`src/rtl/pc_gen_pkg.sv`:
```
`default_nettype none
// ============================================================================
// Module  : pc_gen_pkg
// Purpose : Shared definitions for the PC generator: next-PC operation
//           encodings and the instruction size in bytes.
// Revision: 1.0 - initial release
// ============================================================================
package pc_gen_pkg;

  typedef enum logic [2:0] {
    NPC_PC4 = 3'd0,
    NPC_BEQ = 3'd1,
    NPC_BNE = 3'd2,
    NPC_JAL = 3'd3,
    NPC_BL  = 3'd4,
    NPC_RET = 3'd5
  } npc_op_e;

  localparam int INST_BYTES = 4;

endpackage
`default_nettype wire

```
`src/rtl/ras_stack.sv`:
```
`default_nettype none
// ============================================================================
// Module  : ras_stack
// Purpose : Circular return-address stack. A push when full overwrites the
//           oldest entry; a pop when empty is ignored.
// Ports   : clk, rst        - clock, synchronous active-high reset
//           push, push_data - write push_data at the write pointer
//           pop             - discard the top entry (ignored when empty)
//           top             - most recently pushed valid entry
//           count           - number of valid entries (0..DEPTH)
// Revision: 1.0 - initial release
// ============================================================================
module ras_stack #(
  parameter int DEPTH = 4,
  parameter int XLEN  = 32
) (
  input  logic                       clk,
  input  logic                       rst,
  input  logic                       push,
  input  logic                       pop,
  input  logic [XLEN-1:0]            push_data,
  output logic [XLEN-1:0]            top,
  output logic [$clog2(DEPTH):0]     count
);
  import pc_gen_pkg::*;

  localparam int PW = $clog2(DEPTH);
  localparam logic [PW-1:0] C_ONE  = PW'(1);
  localparam logic [PW:0]   C_FULL = (PW + 1)'(DEPTH);

  logic [XLEN-1:0] r_mem [DEPTH];
  logic [PW-1:0]   r_ptr;   // next slot to write; top lives at r_ptr-1
  logic [PW:0]     r_count;
  logic [PW-1:0]   w_top_idx;

  assign w_top_idx = r_ptr - C_ONE;
  assign top       = r_mem[w_top_idx];
  assign count     = r_count;

  // Entry contents are deliberately not reset; r_count gates their use.
  always_ff @(posedge clk) begin
    if (!rst && push) begin
      r_mem[r_ptr] <= push_data;
    end
  end

  always_ff @(posedge clk) begin
    if (rst) begin
      r_ptr   <= '0;
      r_count <= '0;
    end else if (push) begin
      // Pointer wraps naturally, so a full push lands on the oldest entry.
      r_ptr <= r_ptr + C_ONE;
      if (r_count != C_FULL) begin
        r_count <= r_count + 1'b1;
      end
    end else if (pop && (r_count != '0)) begin
      r_ptr   <= w_top_idx;
      r_count <= r_count - 1'b1;
    end
  end

endmodule
`default_nettype wire

```
`src/rtl/pc_gen.sv`:
```
`default_nettype none
// ============================================================================
// Module  : pc_gen
// Purpose : Program-counter generator with branch/jump next-PC selection,
//           redirect (flush), stall, sticky misalignment flag and an optional
//           return-address stack.
// Config  : PC_GEN_RAS_EN - when defined, BL pushes pc+4 and RET pops from a
//           ras_stack instance; when undefined, RET behaves as JAL and
//           ras_count is tied to 0.
// Ports   : clk, rst                  - clock, synchronous active-high reset
//           stall                     - hold pc and RAS
//           flush_valid, flush_target - redirect request and address
//           npc_op, br, offset, jal_npc - next-PC operation and operands
//           pc, pc4, npc              - current, sequential and next address
//           misalign_err              - sticky misaligned-target flag
//           ras_count                 - valid RAS entries
// Revision: 1.0 - initial release
// ============================================================================
module pc_gen #(
  parameter int               XLEN      = 32,
  parameter logic [XLEN-1:0]  RESET_PC  = '0,
  parameter int               RAS_DEPTH = 4
) (
  input  logic                          clk,
  input  logic                          rst,
  input  logic                          stall,
  input  logic                          flush_valid,
  input  logic [XLEN-1:0]               flush_target,
  input  logic [2:0]                    npc_op,
  input  logic                          br,
  input  logic [XLEN-1:0]               offset,
  input  logic [XLEN-1:0]               jal_npc,
  output logic [XLEN-1:0]               pc,
  output logic [XLEN-1:0]               pc4,
  output logic [XLEN-1:0]               npc,
  output logic                          misalign_err,
  output logic [$clog2(RAS_DEPTH):0]    ras_count
);
  import pc_gen_pkg::*;

  logic [XLEN-1:0] r_pc;
  logic            r_misalign;
  logic [XLEN-1:0] w_br_tgt;
  logic [XLEN-1:0] w_ras_top;
  logic            w_ras_valid;

  assign pc           = r_pc;
  assign misalign_err = r_misalign;
  assign pc4          = r_pc + XLEN'(INST_BYTES);
  assign w_br_tgt     = r_pc + offset;

`ifdef PC_GEN_RAS_EN
  logic w_advance;
  logic w_push;
  logic w_pop;

  // Only a normal (unflushed, unstalled) update may touch the stack.
  assign w_advance   = !flush_valid && !stall;
  assign w_push      = w_advance && (npc_op == NPC_BL);
  assign w_pop       = w_advance && (npc_op == NPC_RET) && w_ras_valid;
  assign w_ras_valid = (ras_count != '0);

  ras_stack #(
    .DEPTH (RAS_DEPTH),
    .XLEN  (XLEN)
  ) u_ras (
    .clk       (clk),
    .rst       (rst),
    .push      (w_push),
    .pop       (w_pop),
    .push_data (pc4),
    .top       (w_ras_top),
    .count     (ras_count)
  );
`else
  assign w_ras_valid = 1'b0;
  assign w_ras_top   = '0;
  assign ras_count   = '0;
`endif

  always_comb begin
    npc = pc4;
    case (npc_op)
      NPC_BEQ: npc = br  ? w_br_tgt : pc4;
      NPC_BNE: npc = !br ? w_br_tgt : pc4;
      NPC_JAL: npc = jal_npc;
      NPC_BL:  npc = w_br_tgt;
      NPC_RET: npc = w_ras_valid ? w_ras_top : jal_npc;
      default: npc = pc4;
    endcase
  end

  always_ff @(posedge clk) begin
    if (rst) begin
      r_pc       <= RESET_PC;
      r_misalign <= 1'b0;
    end else if (flush_valid) begin
      r_pc <= {flush_target[XLEN-1:2], 2'b00};
      if (flush_target[1:0] != 2'b00) begin
        r_misalign <= 1'b1;
      end
    end else if (!stall) begin
      r_pc <= {npc[XLEN-1:2], 2'b00};
      if (npc[1:0] != 2'b00) begin
        r_misalign <= 1'b1;
      end
    end
  end

endmodule
`default_nettype wire

```
`config.mk`:
```
export PLATFORM = sky130hd
export DESIGN_NAME = pc_gen
export DESIGN_NICKNAME = d
export VERILOG_FILES = /design/src/rtl/pc_gen_pkg.sv /design/src/rtl/ras_stack.sv /design/src/rtl/pc_gen.sv
export SDC_FILE = /design/constraint.sdc
export NUM_CORES = 1
export LEC_CHECK = 0
export CAP_MARGIN = 10
export CORE_ASPECT_RATIO = 0.75
export CORE_MARGIN = 4
export CORE_UTILIZATION = 26
export CTS_BUF_LIST = sky130_fd_sc_hd__clkbuf_4
export DETAILED_ROUTE_END_ITERATION = 7
export GPL_TIMING_DRIVEN = 0
export SETUP_SLACK_MARGIN = 0.4
export SLEW_MARGIN = 20
export SYNTH_ARGS = -nofsm -noshare
export SYNTH_HDL_FRONTEND = slang
export SYNTH_HIERARCHICAL = 1
export SYNTH_SLANG_ARGS = --single-unit
export TNS_END_PERCENT = 100
```
`constraint.sdc`:
```
create_clock -name clk -period 7 [get_ports clk]
set_input_delay 2.1 -clock clk [delete_from_list [all_inputs] [get_ports clk]]
set_output_delay 2.1 -clock clk [all_outputs]
set_load 0.02 [all_outputs]
```
# Word level (Yosys, flattened, before mapping)
# Index checks and enable logic that the tools add are counted.
[op_classes] reduce_logical=5 muxes=9 n_eq_ne=7 add_sub_neg=2
[op_table] cell="32-bit two-way mux" n=4
[op_table] cell="32-bit case mux with 4 select lines" n=1
[op_table] cell="32-bit by 3-bit adder with 32-bit output (second input constant)" n=1
[op_table] cell="32-bit adder" n=1
[op_table] cell="3-bit by 2-bit == test with 1-bit output (second input constant)" n=2
[op_table] cell="3-bit == test (second input constant)" n=2
[op_table] cell="2-bit nonzero test" n=3
[op_table] cell="1-bit two-way mux" n=4
[op_table] cell="2-bit by 1-bit inequality test with 1-bit output (second input constant)" n=2
[op_table] cell="3-bit by 1-bit == test with 1-bit output (second input constant)" n=1
[op_table] cell="3-bit AND reduction" n=1
[op_table] cell="2-bit OR reduction" n=1
[word_totals] in_bits=104 ff_bits=31

# Depth between registers and ports, before layout
# Gate-level depths: netlist (run 1).
[depth] depth_word=7 depth_mapped=12 depth_no_buf=12

# Least setup slack after synthesis (run 1)
# Ideal clock, no wire load.
[synth_timing] path_kind="input to output" from="input port offset[2]" to="output port npc[28]" path_slack_ns=0.232 t_arrival_ns=4.668 path_stages=12 cell_sequence="ha_1 -> inv_1 -> fa_1 -> nor2b_1 -> o2111ai_1 -> a2111oi_0 -> nor2_1 -> o211ai_1 -> a211oi_1 -> xnor2_1 -> a222oi_1 -> inv_1"
[synth_between] elab_chain_cells=3
[synth_rtl] item="start: declaration" line_no="pc_gen.sv:31" rtl="input logic [XLEN-1:0] offset,"
[synth_rtl] item="32-bit adder *" line_no="pc_gen.sv:50" rtl="assign w_br_tgt = r_pc + offset;"
[synth_rtl] item="32-bit two-way mux (on tied branches)" line_no="pc_gen.sv:85, pc_gen.sv:84"
[synth_rtl] item="32-bit case mux with 4 select lines *" line_no="pc_gen.sv:83" rtl="case (npc_op)"
[synth_rtl] item="end: declaration" line_no="pc_gen.sv:35" rtl="output logic [XLEN-1:0] npc,"
# Mark *: on every way between the ends. The rest lies on a longest branch, timed or not.

# Worst setup path after layout (run 1)
[layout_timing] from="input port offset[2]" to="output port npc[31]"
# Same word-level chain as after synthesis.

==> summary.txt, run 1 <==
mux cell area share after synthesis = 1.48%
CP required = 4.90 ns
Final TNS setup = 0 ns
Fill cells = 1484
DR WL met3 = 1.81 mm
number of CTS-inserted buffers = 5
CP Class = in -> out
initial antenna violation count = 0
Buf/Inv on CP = 6
via count = 5440
largest family of logic cells by synthesized area = compound AO/OA/AOI/OAI gates
crit path max fanout = 4
Worst Setup Start Kind = primary input
Post-synth EDFFs = 0
Worst Path Arrival = 4.79 ns
post-route design area = 7380 um^2
total congestion overflow = 0
Initial DRC Count = 512
RD Place Congestion = 0.874
Cell Pwr Density = 148 nW/um^2
port bufs = 195
top_reg_cell synth = dfxtp_1
all-layer global routing usage = 22.1%
Synth Area in Simple Gates = 22.5%
WL met2 = 9.09 mm
global-route wire length before repair = 30.3 mm
WL/cell = 20.8 um
Async SR Flop Fraction = 0%
area grow syn2layout = 82.0%
Routed WL = 21.2 mm
Crit path top cell by count = buf_6
Final Max Slew Viols = 0
Initial DRT Pass Iterations = 5
# diodes = 0
Clk pin slew, worst setup/hold paths = 0.14 ns
synthesized-area fraction occupied by xor and xnor cells = 10.8%
CTS Sinks = 31
die area = 17700 um^2
htree depth = 2
Slew Limit Headroom = 43.3%
CTS Buffer Depth = 2
maximum ir drop on the vdd rail = 0.0600 mV
Cell Rows = 39
CTS tree = yes
Max-Cap Viols = 0
Pleak = 2.97 nW
adder-cell share of the synthesized area = 9.75%
post-route ant nets = 0
Fin Clk Skew = 0.0160 ns
Vias/cell = 5.32
max layer used = met4
NumNets Final = 951
setup violators final = 0
Gate Count Post-Synth = 560
crit path time final = 6.89 ns
Synth Warn # = 6
core area = 15300 um^2
sequential element share of the synthesized area = 15.3%
FMAX = 145 MHz
mean post-synth cell area = 7.24 um^2
Tightest Pin Transition = 0.844 ns
dpl cell area = 6290 um^2
clk root buf = clkbuf_4
# IOs = 204
worst min-delay path class = reg -> reg
Worst path top cell family by delay = compound AO/OA/AOI/OAI gates
status = completed
#FFs+latches synth = 31
post-synthesis cell type count = 68
Final period util = 98.5%
layout cells sized above 1 = 22.6%
Die H = 116 um
number of global-route vias before repair = 5243
DRC = 0
starting density of the core = 26.6%
DP HPWL = 15.7 mm
CTS Hold Buffers Added = 0
complex-gate fraction of the synthesized area = 33.4%
worst path cell trace = buf_8 -> ha_4 -> buf_6 -> a211o_4 -> a211oi_4 -> or4_4 -> a31oi_4 -> a2111oi_4 -> buf_6 -> buf_6 -> buf_4 -> o32ai_4 -> or4_4 -> nand3_4 -> buf_6
Cell Area, Synth = 4060 um^2
Die W = 152 um
DP Worst Slack = -1.17 ns
Slowest-stage cell, CP = or4_4
final hold vios = 0
WL met1 = 10.2 mm
element type at the critical path end = output pin
post-route worst setup slack = 0.107 ns
Worst path max stage delay = 0.44 ns
largest net degree at the start of global routing = 12
clock latency on the worst-skew pair = 0.37 ns
RSZ-0062 raised after global routing = true
end-of-flow core utilization = 48.3%
-- power breakdown --
| part | internal, mW | total (mW) | switching, mW | leakage, nW |
|---|---|---|---|---|
| clock | 0.0384 | 0.121 | 0.0831 | 0.0272 |
| sequential | 0.192 | 0.226 | 0.0341 | 0.257 |
| combinational | 0.362 | 0.744 | 0.382 | 2.69 |
| total | 0.592 | 1.09 | 0.499 | 2.97 |
-- Yosys cell counts (2+ instances only) --
| cell | number | area, um^2 |
|---|---|---|
| o21ba_2 | 2 | 20.0 |
| nand3_1 | 27 | 135 |
| nor2b_1 | 7 | 43.8 |
| nor2_1 | 32 | 120 |
| o21ai_0 | 40 | 200 |
| ha_1 | 30 | 375 |
| a211oi_1 | 4 | 30.0 |
| nor3b_1 | 2 | 15.0 |
| and3_1 | 18 | 113 |
| and2_1 | 2 | 12.5 |
| o31ai_1 | 2 | 15.0 |
| a22o_1 | 3 | 26.3 |
| o21bai_1 | 3 | 22.5 |
| a21oi_1 | 40 | 200 |
| and4_1 | 3 | 26.3 |
| a21bo_2 | 5 | 50.1 |
| xnor2_1 | 37 | 324 |
| mux2i_1 | 6 | 60.1 |
| a311oi_1 | 5 | 43.8 |
| buf_4 | 7 | 52.6 |
| clkbuf_1 | 30 | 113 |
| nand2_1 | 56 | 210 |
| o21ai_1 | 4 | 20.0 |
| o21a_1 | 5 | 37.5 |
| xor2_1 | 13 | 114 |
| nor4_1 | 3 | 18.8 |
| inv_1 | 26 | 97.6 |
| a31oi_1 | 8 | 50.1 |
| a21o_1 | 12 | 90.1 |
| or4_1 | 3 | 22.5 |
| nand2b_1 | 7 | 43.8 |
| dfxtp_1 | 31 | 621 |
| a2bb2oi_1 | 2 | 17.5 |
| a22oi_1 | 17 | 128 |
| o211ai_1 | 6 | 45.0 |
| nor3_1 | 8 | 40.0 |
| buf_1 | 2 | 7.51 |
| nand4_1 | 10 | 62.6 |
| a222oi_1 | 9 | 90.1 |
| o221ai_1 | 5 | 43.8 |
-- flip-flops by register name, indices dropped and copies added, names as in the netlist --
register      cells
pc               30
misalign_err      1
-- final cells by class --
type                            count  area, um^2  share of cell area, %
Tap cell                          205         256                   3.48
Clock buffer                        5        37.5                  0.509
Multi-Input combinational cell    470        3770                   51.2
Timing Repair Buffer              243        2350                   31.9
Sequential cell                    31         621                   8.41
Buffer                             39         219                   2.97
Inverter                           26        97.6                   1.32
Clock inverter                      3        20.0                  0.271
-- routing by layer --
metal  vias up  GRT usage, %
li1       2590             -
met4         0          4.19
met3        19          4.85
met5         -             0
met2       254          32.8
met1      2577          32.9
-- through the flow --
step                hold WS (ns)  instances  power, mW
global placement           0.454        966      0.825
floorplan                  0.555        566      0.547
finish                     0.500       1022       1.09
global route               0.538       1022       1.15
CTS                        0.505       1011       1.03
detailed placement         0.479        966      0.823
-- worst paths after layout --
check	startpoint	endpoint	slack (ns)	depth (start not counted)
max	offset[2]	npc[31]	0.11	15
min	misalign_err	misalign_err	0.50	2
max reg2reg	pc[14]	pc[27]	3.64	16
min reg2reg	misalign_err	misalign_err	0.50	2
-- kinds of logic (layout without fill, tap and decap cells) --
group,Yosys count,count (layout)
AOI/OAI and AO/OA,192,192
and+or+nand+nor,184,184
buffers and inverters,65,316
xor gates and xnor gates,50,50
adders and majority gates,31,31
DFF,31,31
muxes,6,6
other,1,7
-- worst min-delay path: stages, from the launching register on --
cell and delay [ns]:
dfxtp_1 0.34, nor2_1 0.09, nor2_1 0.04
-- layout by cell type (no fill, tap or decap), types with 6 or more instances in the layout --
cell type and n:
ha_1 12, and3_1 18, nor3_1 6, clkbuf_4 9
a31oi_1 8, nor2_1 31, a222oi_1 9, a21o_1 12
conb_1 7, buf_6 25, nand4_1 10, o211ai_1 6
o21ai_2 6, a22oi_1 17, ha_4 17, nand2_1 55
xnor2_1 35, nand3_1 23, clkbuf_1 18, o21ai_0 32
clkdlybuf4s50_1 158, xor2_1 12, dlygate4sd2_1 6, inv_1 25
nand2b_1 6, buf_4 51, clkbuf_2 6, dfxtp_1 31
a21oi_1 34
-- timing repair --
item | CTS | global route
pin swaps | 44 | 32
setup buffers | 37 | 11
endpoints found under the setup margin | 30 | 23
gates resized for setup | 233 | 51
No activity file was read; power rests on OpenSTA's default activity.
==> inputs of run 2 (changes only) <==
--- a/config.mk
+++ b/config.mk
@@ -5,7 +5,7 @@
 export SDC_FILE = /design/constraint.sdc
 export NUM_CORES = 1
 export LEC_CHECK = 0
-export CAP_MARGIN = 10
+export CAP_MARGIN = 20
 export CORE_ASPECT_RATIO = 0.75
 export CORE_MARGIN = 4
 export CORE_UTILIZATION = 26
==> results of run 2 <==
No change in the layout: final DEF, timing and power equal those of run 1.
